$ cat config.mk
export PLATFORM = sky130hd
export DESIGN_NAME = muldiv_issue_sched
export DESIGN_NICKNAME = d
export VERILOG_FILES = /design/src/rtl/muldiv_pkg.sv /design/src/rtl/muldiv_issue_sched_rr_arbiter.sv /design/src/rtl/muldiv_issue_sched.sv
export SDC_FILE = /design/constraint.sdc
export NUM_CORES = 1
export LEC_CHECK = 0
export ABC_AREA = 1
export CORE_AREA = 5 5 312 314
export DETAILED_ROUTE_END_ITERATION = 7
export DIE_AREA = 0 0 317 319
export SYNTH_ARGS = -nofsm -noshare
export SYNTH_HDL_FRONTEND = slang
export SYNTH_SLANG_ARGS = --single-unit
$ cat constraint.sdc
create_clock -name clk -period 5.7 [get_ports clk]
set_clock_uncertainty 0.2 [all_clocks]
set_input_delay 1.14 -clock clk [delete_from_list [all_inputs] [get_ports clk]]
set_output_delay 1.14 -clock clk [all_outputs]
set_load 0.1 [all_outputs]
$ cat src/rtl/muldiv_pkg.sv
// Shared definitions for the multiply/divide issue path: scheduler states,
// default widths and the whichMath encodings used by decode.
package muldiv_pkg;

  typedef enum logic [1:0] {
    IDLE = 2'd0,
    MULT = 2'd1,
    DIV  = 2'd2,
    WB   = 2'd3
  } sched_state_e;

  localparam int unsigned DEFAULT_DATA_W = 64;
  localparam int unsigned DEFAULT_TAG_W  = 6;

  localparam logic [1:0] MATH_MULT = 2'd2;
  localparam logic [1:0] MATH_DIV  = 2'd3;

endpackage

$ cat src/rtl/muldiv_issue_sched_rr_arbiter.sv
// Round-robin arbiter: one-hot grant to the first requester at or after ptr,
// wrapping, plus the encoded index of the winner.
module rr_arbiter #(
  parameter int unsigned N = 4
) (
  input  logic [N-1:0]         req,
  input  logic [$clog2(N)-1:0] ptr,
  input  logic                 en,
  output logic [N-1:0]         gnt,
  output logic [$clog2(N)-1:0] idx
);

  localparam int unsigned IW = $clog2(N);

  logic          found;
  logic [IW-1:0] cand;

  // Scan offsets from ptr upward; the lowest offset with a request wins.
  always_comb begin
    gnt   = '0;
    idx   = '0;
    found = 1'b0;
    cand  = '0;
    for (int unsigned k = 0; k < N; k++) begin
      cand = IW'((32'(ptr) + k) % N);
      if (en && !found && req[cand]) begin
        found     = 1'b1;
        gnt[cand] = 1'b1;
        idx       = cand;
      end
    end
  end

endmodule

$ cat src/rtl/muldiv_issue_sched.sv
// Issue scheduler for the shared multi-cycle mult/div unit: round-robin pick
// among ready slots, latency count, result capture and CDB handshake.
module muldiv_issue_sched
  import muldiv_pkg::*;
#(
  parameter int unsigned NUM_REQ  = 4,
  parameter int unsigned DATA_W   = DEFAULT_DATA_W,
  parameter int unsigned TAG_W    = DEFAULT_TAG_W,
  parameter int unsigned MULT_LAT = 4,
  parameter int unsigned DIV_LAT  = 16
) (
  input  logic                      clk,
  input  logic                      reset_n,
  input  logic [NUM_REQ-1:0]        req_valid_i,
  input  logic [NUM_REQ-1:0]        req_is_div_i,
  input  logic [NUM_REQ*DATA_W-1:0] req_a_i,
  input  logic [NUM_REQ*DATA_W-1:0] req_b_i,
  input  logic [NUM_REQ*TAG_W-1:0]  req_tag_i,
  output logic [NUM_REQ-1:0]        req_ready_o,
  output logic                      fu_start_o,
  output logic                      fu_div_o,
  output logic [DATA_W-1:0]         fu_a_o,
  output logic [DATA_W-1:0]         fu_b_o,
  input  logic [DATA_W-1:0]         fu_result_i,
  output logic                      cdb_valid_o,
  output logic [TAG_W-1:0]          cdb_tag_o,
  output logic [DATA_W-1:0]         cdb_data_o,
  input  logic                      cdb_ready_i,
  input  logic                      flush_i,
  output logic                      busy_o
);

  localparam int unsigned IDX_W   = $clog2(NUM_REQ);
  localparam int unsigned MAX_LAT = (MULT_LAT > DIV_LAT) ? MULT_LAT : DIV_LAT;
  localparam int unsigned CNT_W   = $clog2(MAX_LAT) + 1;

  sched_state_e      state_q, state_d;
  logic [IDX_W-1:0]  rr_ptr_q, rr_ptr_d;
  logic [CNT_W-1:0]  count_q, count_d;
  logic [TAG_W-1:0]  tag_q, tag_d;
  logic              fu_start_d, fu_div_d, cdb_valid_d, busy_d;
  logic [DATA_W-1:0] fu_a_d, fu_b_d, cdb_data_d;
  logic [TAG_W-1:0]  cdb_tag_d;

  logic [NUM_REQ-1:0] gnt;
  logic [IDX_W-1:0]   gnt_idx;
  logic               arb_en;
  logic               accept;

  // Grants only offered from IDLE, never while squashing or held in reset.
  assign arb_en = (state_q == IDLE) && !flush_i && reset_n;

  rr_arbiter #(.N(NUM_REQ)) u_arb (
    .req (req_valid_i),
    .ptr (rr_ptr_q),
    .en  (arb_en),
    .gnt (gnt),
    .idx (gnt_idx)
  );

  assign req_ready_o = gnt;
  assign accept      = |gnt;

  always_comb begin
    state_d     = state_q;
    rr_ptr_d    = rr_ptr_q;
    count_d     = count_q;
    tag_d       = tag_q;
    fu_start_d  = 1'b0;
    fu_div_d    = fu_div_o;
    fu_a_d      = fu_a_o;
    fu_b_d      = fu_b_o;
    cdb_valid_d = cdb_valid_o;
    cdb_tag_d   = cdb_tag_o;
    cdb_data_d  = cdb_data_o;

    unique case (state_q)
      IDLE: begin
        if (accept) begin
          fu_a_d     = req_a_i[32'(gnt_idx)*DATA_W +: DATA_W];
          fu_b_d     = req_b_i[32'(gnt_idx)*DATA_W +: DATA_W];
          tag_d      = req_tag_i[32'(gnt_idx)*TAG_W +: TAG_W];
          fu_div_d   = req_is_div_i[gnt_idx];
          fu_start_d = 1'b1;
          state_d    = req_is_div_i[gnt_idx] ? DIV : MULT;
          count_d    = req_is_div_i[gnt_idx] ? CNT_W'(DIV_LAT - 1) : CNT_W'(MULT_LAT - 1);
          rr_ptr_d   = (32'(gnt_idx) == NUM_REQ - 1) ? '0 : gnt_idx + IDX_W'(1);
        end
      end
      MULT, DIV: begin
        if (flush_i) begin
          state_d = IDLE;
        end else if (count_q == '0) begin
          cdb_data_d  = fu_result_i;
          cdb_tag_d   = tag_q;
          cdb_valid_d = 1'b1;
          state_d     = WB;
        end else begin
          count_d = count_q - CNT_W'(1);
        end
      end
      WB: begin
        // A flush coinciding with cdb_ready_i still means "not delivered".
        if (flush_i || cdb_ready_i) begin
          cdb_valid_d = 1'b0;
          state_d     = IDLE;
        end
      end
      default: state_d = IDLE;
    endcase

    busy_d = (state_d != IDLE);
  end

  always_ff @(posedge clk or negedge reset_n) begin
    if (!reset_n) begin
      state_q     <= IDLE;
      rr_ptr_q    <= '0;
      count_q     <= '0;
      tag_q       <= '0;
      fu_start_o  <= 1'b0;
      fu_div_o    <= 1'b0;
      fu_a_o      <= '0;
      fu_b_o      <= '0;
      cdb_valid_o <= 1'b0;
      cdb_tag_o   <= '0;
      cdb_data_o  <= '0;
      busy_o      <= 1'b0;
    end else begin
      state_q     <= state_d;
      rr_ptr_q    <= rr_ptr_d;
      count_q     <= count_d;
      tag_q       <= tag_d;
      fu_start_o  <= fu_start_d;
      fu_div_o    <= fu_div_d;
      fu_a_o      <= fu_a_d;
      fu_b_o      <= fu_b_d;
      cdb_valid_o <= cdb_valid_d;
      cdb_tag_o   <= cdb_tag_d;
      cdb_data_o  <= cdb_data_d;
      busy_o      <= busy_d;
    end
  end

endmodule

## After elaboration in Yosys (flattened, before gate mapping)

Index checks and enable logic that the tools add are counted.

- Bits in registers: 217
- Latch bits: 0
- Bits in writable memories: 0
- ROM bits: 0
- Bits of input ports: 612
- Output and inout port bits: 206
- Logic and storage cells: 119
- Memories kept: 0

- Add/subtract/negate cells: 5
- Multiply operators: 1
- Div/mod/pow operators: 0
- Order comparisons: 9
- Equal/unequal tests: 9
- Shift-type cells: 3
- Muxes and demuxes: 47
- Bitwise operators: 4
- Reduce and logical (&&, ||, !) cells: 29

Operators with widths:

| operator | number |
|---|---|
| indexed part select 256 x 9 -> 64 bit | 2 |
| indexed part select 24 x 6 -> 6 bit | 1 |
| two-way mux 2 bit | 10 |
| two-way mux 4 bit | 5 |
| two-way mux 1 bit | 17 |
| < comparator 2 x 3 -> 1 bit, second input constant | 5 |
| two-way mux 5 bit | 3 |
| logical AND 1 bit | 13 |
| OR 4 bit | 3 |
| binary-select mux 1 bit (select 2 bit) | 5 |
| inequality test 2 bit, second input constant | 5 |
| one-hot mux 5 bit (2 select lines) | 1 |
| demux 1 bit (select 2 bit) | 4 |
| greater-or-equal comparator 2 x 1 -> 1 bit, second input constant | 4 |
| AND reduction 4 bit | 2 |
| equality test 2 bit, second input constant | 3 |
| one-hot mux 2 bit (3 select lines) | 1 |
| nonzero test 2 bit | 3 |
| logical NOT 5 bit | 1 |
| subtractor 5 x 1 -> 5 bit, second input constant | 1 |
| adder 2 x 1 -> 2 bit, second input constant | 2 |
| adder 2 bit, second input constant | 2 |
| logical NOT 1 bit | 4 |
| multiplier 2 x 2 -> 4 bit, second input constant | 1 |
| 9 further kinds | 9 |

## Longest topological paths before layout

- Word-level depth: 23
- Mapped depth: 19
- Mapped depth without buffers: 18

## Cells and area by module

Synthesis repeated with hierarchy kept, for this count alone.

- Cells, all modules: 1808
- Area total of the unflattened synthesis: 12608.3 sq um

By module, submodules not included:

| module | instances | cells an instance | area an instance (sq um) | seq. area each (sq um) |
|---|---|---|---|---|
| muldiv_issue_sched | 1 | 1726 | 12102.9 | 5430.2 |
| rr_arbiter | 1 | 82 | 505.5 | 0.0 |

## Worst setup path before layout

OpenSTA, ideal clock, no wires.

- Path type: in2out
- Start: input port reset_n
- End: output port req_ready_o[1]
- Data arrival time: 2498 ps
- Required time: 4360 ps
- Slack: 1862 ps
- Stages: 8
- Buffers on the path: 0
- Path through: nand2_1 > nor2_1 > inv_1 > nor2_2 > nand2_1 > nand2_1 > inv_1 > nand3_1

- Longest elaborated chain between the ends: 15
- Elaborated cells between the ends (all ways): 21
- Those cells by class: mux (7); bitwise (3); reduce/logical (11)

Ends and longest elaborated chain:

| what | RTL line | source |
|---|---|---|
| from (decl) | muldiv_issue_sched.sv:13 | `input logic reset_n,` |
| logical AND 1 bit * | muldiv_issue_sched.sv:51 | `assign arb_en = (state_q == IDLE) && !flush_i && reset_n;` |
| logical AND 1 bit | muldiv_issue_sched_rr_arbiter.sv:26 | `if (en && !found && req[cand]) begin` |
| two-way mux 1 bit | muldiv_issue_sched_rr_arbiter.sv:26 |  |
| logical NOT 1 bit | muldiv_issue_sched_rr_arbiter.sv:26 |  |
| logical AND 1 bit (2 in series) | muldiv_issue_sched_rr_arbiter.sv:26 |  |
| two-way mux 1 bit | muldiv_issue_sched_rr_arbiter.sv:26 |  |
| logical NOT 1 bit | muldiv_issue_sched_rr_arbiter.sv:26 |  |
| logical AND 1 bit (2 in series) | muldiv_issue_sched_rr_arbiter.sv:26 |  |
| two-way mux 1 bit | muldiv_issue_sched_rr_arbiter.sv:26 |  |
| logical NOT 1 bit | muldiv_issue_sched_rr_arbiter.sv:26 |  |
| logical AND 1 bit (2 in series) | muldiv_issue_sched_rr_arbiter.sv:26 |  |
| two-way mux 4 bit * | muldiv_issue_sched_rr_arbiter.sv:26 |  |
| to (decl) | muldiv_issue_sched.sv:19 | `output logic [NUM_REQ-1:0] req_ready_o,` |

Every way passes the cells marked *; elsewhere a longest branch is shown, timed or not.

## Final worst setup path

- Start: register rr_ptr_q[1]
- End: output port req_ready_o[3]

- Longest elaborated chain between the ends: 16
- Elaborated cells between the ends (all ways): 51
- Those cells by class: add/sub (3); order compare (8); mux (23); bitwise (3); reduce/logical (14)

Ends and longest elaborated chain:

| what | RTL line | source |
|---|---|---|
| from (decl) | muldiv_issue_sched.sv:38 | `logic [IDX_W-1:0] rr_ptr_q, rr_ptr_d;` |
| from (signal assigned) | muldiv_issue_sched.sv:131 | `rr_ptr_q <= rr_ptr_d;` |
| parallel branches: the longest is 15 deep, another holds < comparator 2 x 3 -> 1 bit | - |  |
| two-way mux 4 bit * | muldiv_issue_sched_rr_arbiter.sv:26 |  |

Every way passes the cells marked *. The select of a mux whose other input is x is not followed.

==> summary.txt <==
Outcome
  – Status: finished clean

Synthesis
  – Synth unique cells: 25
  – Flop and latch count out of synthesis: 217
  – Cells after Synth: 1812
  – Sequential area share after synthesis: between 40 and 50%
  – Mapped Area: 0.0127 mm^2
  – Synthesized Nets: around 2400
  – Synth warn: 0
  – Mean Syn Cell Area: 7.01 um^2

Timing
  – Final setup fails: 0
  – Post-route minimum period: 4.32 ns
  – Final hold vios: 0
  – RSZ-0062 raised after global routing: no
  – Least-Margin Pin Slew: 1.13 ns
  – Final clock period utilization by the worst path: between 70 and 80%
  – Slew HR: 24.3%
  – Max-slew violation count: 0
  – Fmax: 231 MHz
  – Setup TNS: 0 ns

Clocking
  – Clock tree sinks: ~220
  – CTS tree: built
  – Clock Tree Buf Depth: 3
  – Resize count post-CTS: 0
  – Post-CTS repair timing setup buffer count: 0
  – Total CTS buffers: 29
  – Worst skew pair latency: 0.61 ns
  – Clk slew on worst S/H paths: 0.07 ns
  – CTS root buffer: clkbuf_16
  – Hold-fix buffers, CTS: 0
  – # H-tree levels: 1

Route
  – Number of remaining DRC errors: 0
  – Drt via density: 4.22
  – DR vias: 16200
  – First DRT Iteration DRCs: 1094
  – Drt total wl: 88000 um
  – First drt pass iteration count: 7
  – WL/cell: 22.9 um
  – Detail Route Antenna Nets: 0

Layout
  – Multi-input logic area: 0.00642 mm^2
  – Syn-to-layout area delta: 82.0%
  – Register area: 0.00543 mm^2
  – Layout cells sized above 1: 4.60%
  – Fillcell total: 10400
  – Nets: approximately 3200

GRT
  – Vias in the first global route: 16200
  – First-pass GRT wire length: 120000 um
  – Global-route usage over all layers: 16.2%
  – Largest net degree at the start of global routing: between 100 and 150
  – Initial antenna violation count: 34
  – Total gr overflow: 0

Placed design
  – Gpl congestion: 0.908
  – Hpwl dp: 67900 um
  – I/O Buffers: 817

Power and ir drop
  – Total power: 15.6 mW
  – IR drop worst, VDD: between 0.6 and 0.7 mV
  – Power density cells: slightly below 700 mW/mm^2
  – Leakage Power: 9.78 nW

Die
  – Io pins: just over 800
  – Die Footprint: 0.101 mm^2
  – Die H: 319 um
  – Area of the core: 0.0943 mm^2
  – Site Rows: 113
  – Starting Density: between 10 and 15%
  – Die X: ~320 um

Critical path
  – Reg2Reg Depth: 16
  – Worst setup path category: flop to output port
  – Crit path max fanout: 8
  – Reg2Reg Launch Point: rr_ptr_q[1]$_DFFE_PN0P_
  – Worst Setup Start Kind: flop
  – WP data required: 4.36 ns
  – WP data arrival: 2.98 ns
  – Worst setup EP type: output port
  – Worst reg2reg path endpoint: fu_b_o[47]$_DFFE_PN0P_
  – Worst R2R Setup Slack: ~1.7 ns

Hold path
  – Hold/Removal Path Class: input port to async pin

Job
  – Max-cap viol count: 0
==> metrics by stage <==
stage	hold slack (ns)	setup slack [ns]	instances	utilization [%]	instance area (um^2)
global placement	0.253	1.27	3778	23.4	22000
detailed placement	0.257	1.24	3778	23.4	22000
floorplan	0.275	1.86	1812	-	12700
CTS	0.135	1.34	3831	24.4	23000
global route	0.138	1.15	3840	24.5	23100
finish	0.179	1.38	3851	24.5	23100
==> critical path: stages, from the launching register on <==
cell and delay (ns):
dfrtp_1 0.51, inv_1 0.23, ha_1 0.43, inv_1 0.09
nand3_1 0.12, nand2_2 0.08, nor2_1 0.25, nand2_1 0.09
nand2_1 0.07, inv_1 0.03, nand3_1 0.13, buf_4 0.32
==> state kept, by name, indices dropped and copies added, names as in the netlist, 2 cells and up <==
name        flops
cdb_tag_o       6
rr_ptr_q        2
state_q         2
cdb_data_o     64
fu_b_o         64
tag_q           6
fu_a_o         64
count_q         5
==> power breakdown <==
group | switching (mW) | internal (mW)
Sequential | 0.443 | 2.32
Clock | 0.825 | 1.17
Combinational | 8.30 | 2.58
==> cell usage after synthesis <==
cell      number  area, um^2
a21oi_1        3        15.0
a31oi_1        1        6.26
buf_1          7        26.3
buf_2         50         250
buf_4         17         128
buf_6         10         113
clkbuf_1      63         236
clkinv_1       1        3.75
clkinv_2       1        5.00
dfrtp_1      217        5430
ha_1          12         150
inv_1         31         116
inv_2          3        11.3
nand2_1      515        1930
nand2_2        4        25.0
nand3_1      156         781
nand3_2        5        50.1
nand4_1        1        6.26
nor2_1       282        1060
nor2_2         3        18.8
nor2_4         1        11.3
o21ai_0      243        1220
o21ai_1       50         250
o21bai_1       1        7.51
o22ai_1      135         845
==> worst max-delay path by stage <==
stage | from | to | slack (ns) | depth (start not counted)
after floorplan | reset_n | req_ready_o[1] | 1.86 | 8
after global placement | flush_i | fu_b_o[45]$_DFFE_PN0P_ | 1.27 | 14
after detailed placement | flush_i | fu_b_o[42]$_DFFE_PN0P_ | 1.24 | 14
after CTS | rr_ptr_q[1]$_DFFE_PN0P_ | req_ready_o[3] | 1.34 | 11
after global routing | rr_ptr_q[1]$_DFFE_PN0P_ | req_ready_o[3] | 1.15 | 11
final | rr_ptr_q[1]$_DFFE_PN0P_ | req_ready_o[3] | 1.38 | 11
==> cell type report <==
cell class / count / share of cell area [%]
timing repair buffer: 848 / 36.6
clock inverter: 17 / 0.915
sequential: 217 / 23.5
antenna: 20 / 0.217
clock buffer: 36 / 3.43
multi-input combinational: 1412 / 27.8
tap: 1265 / 6.85
inverter: 36 / 0.639
==> kinds of logic after synthesis <==
kind of cell	Yosys count	synth area share [%]
simple gates	967	30.6
compound gates	433	18.4
buf+inv	183	7.01
flops	217	42.8
fa+ha+maj	12	1.18
==> cell usage in the layout (no fill, tap or decap), types with 4 or more instances in the layout <==
master	n
buf_2	6
diode_2	20
dfrtp_1	217
o22ai_1	135
ha_1	12
o21ai_0	243
o21ai_1	50
clkbuf_8	4
buf_12	8
clkbuf_16	29
clkdlybuf4s50_1	801
buf_4	32
nor2_4	4
nand3_2	5
nand2_1	513
inv_1	31
bufinv_16	4
clkinv_2	8
nand3_1	156
nor2_1	281
==> layer usage <==
layer,global-route usage (%),share of wire [%],vias up
met5,0,0.15,-
met4,4.00,2.2,20
met3,5.73,10,106
met2,26.8,46,771
met1,20.3,41,7785
li1,-,-,7552
No activity file was read; power rests on OpenSTA's default activity.
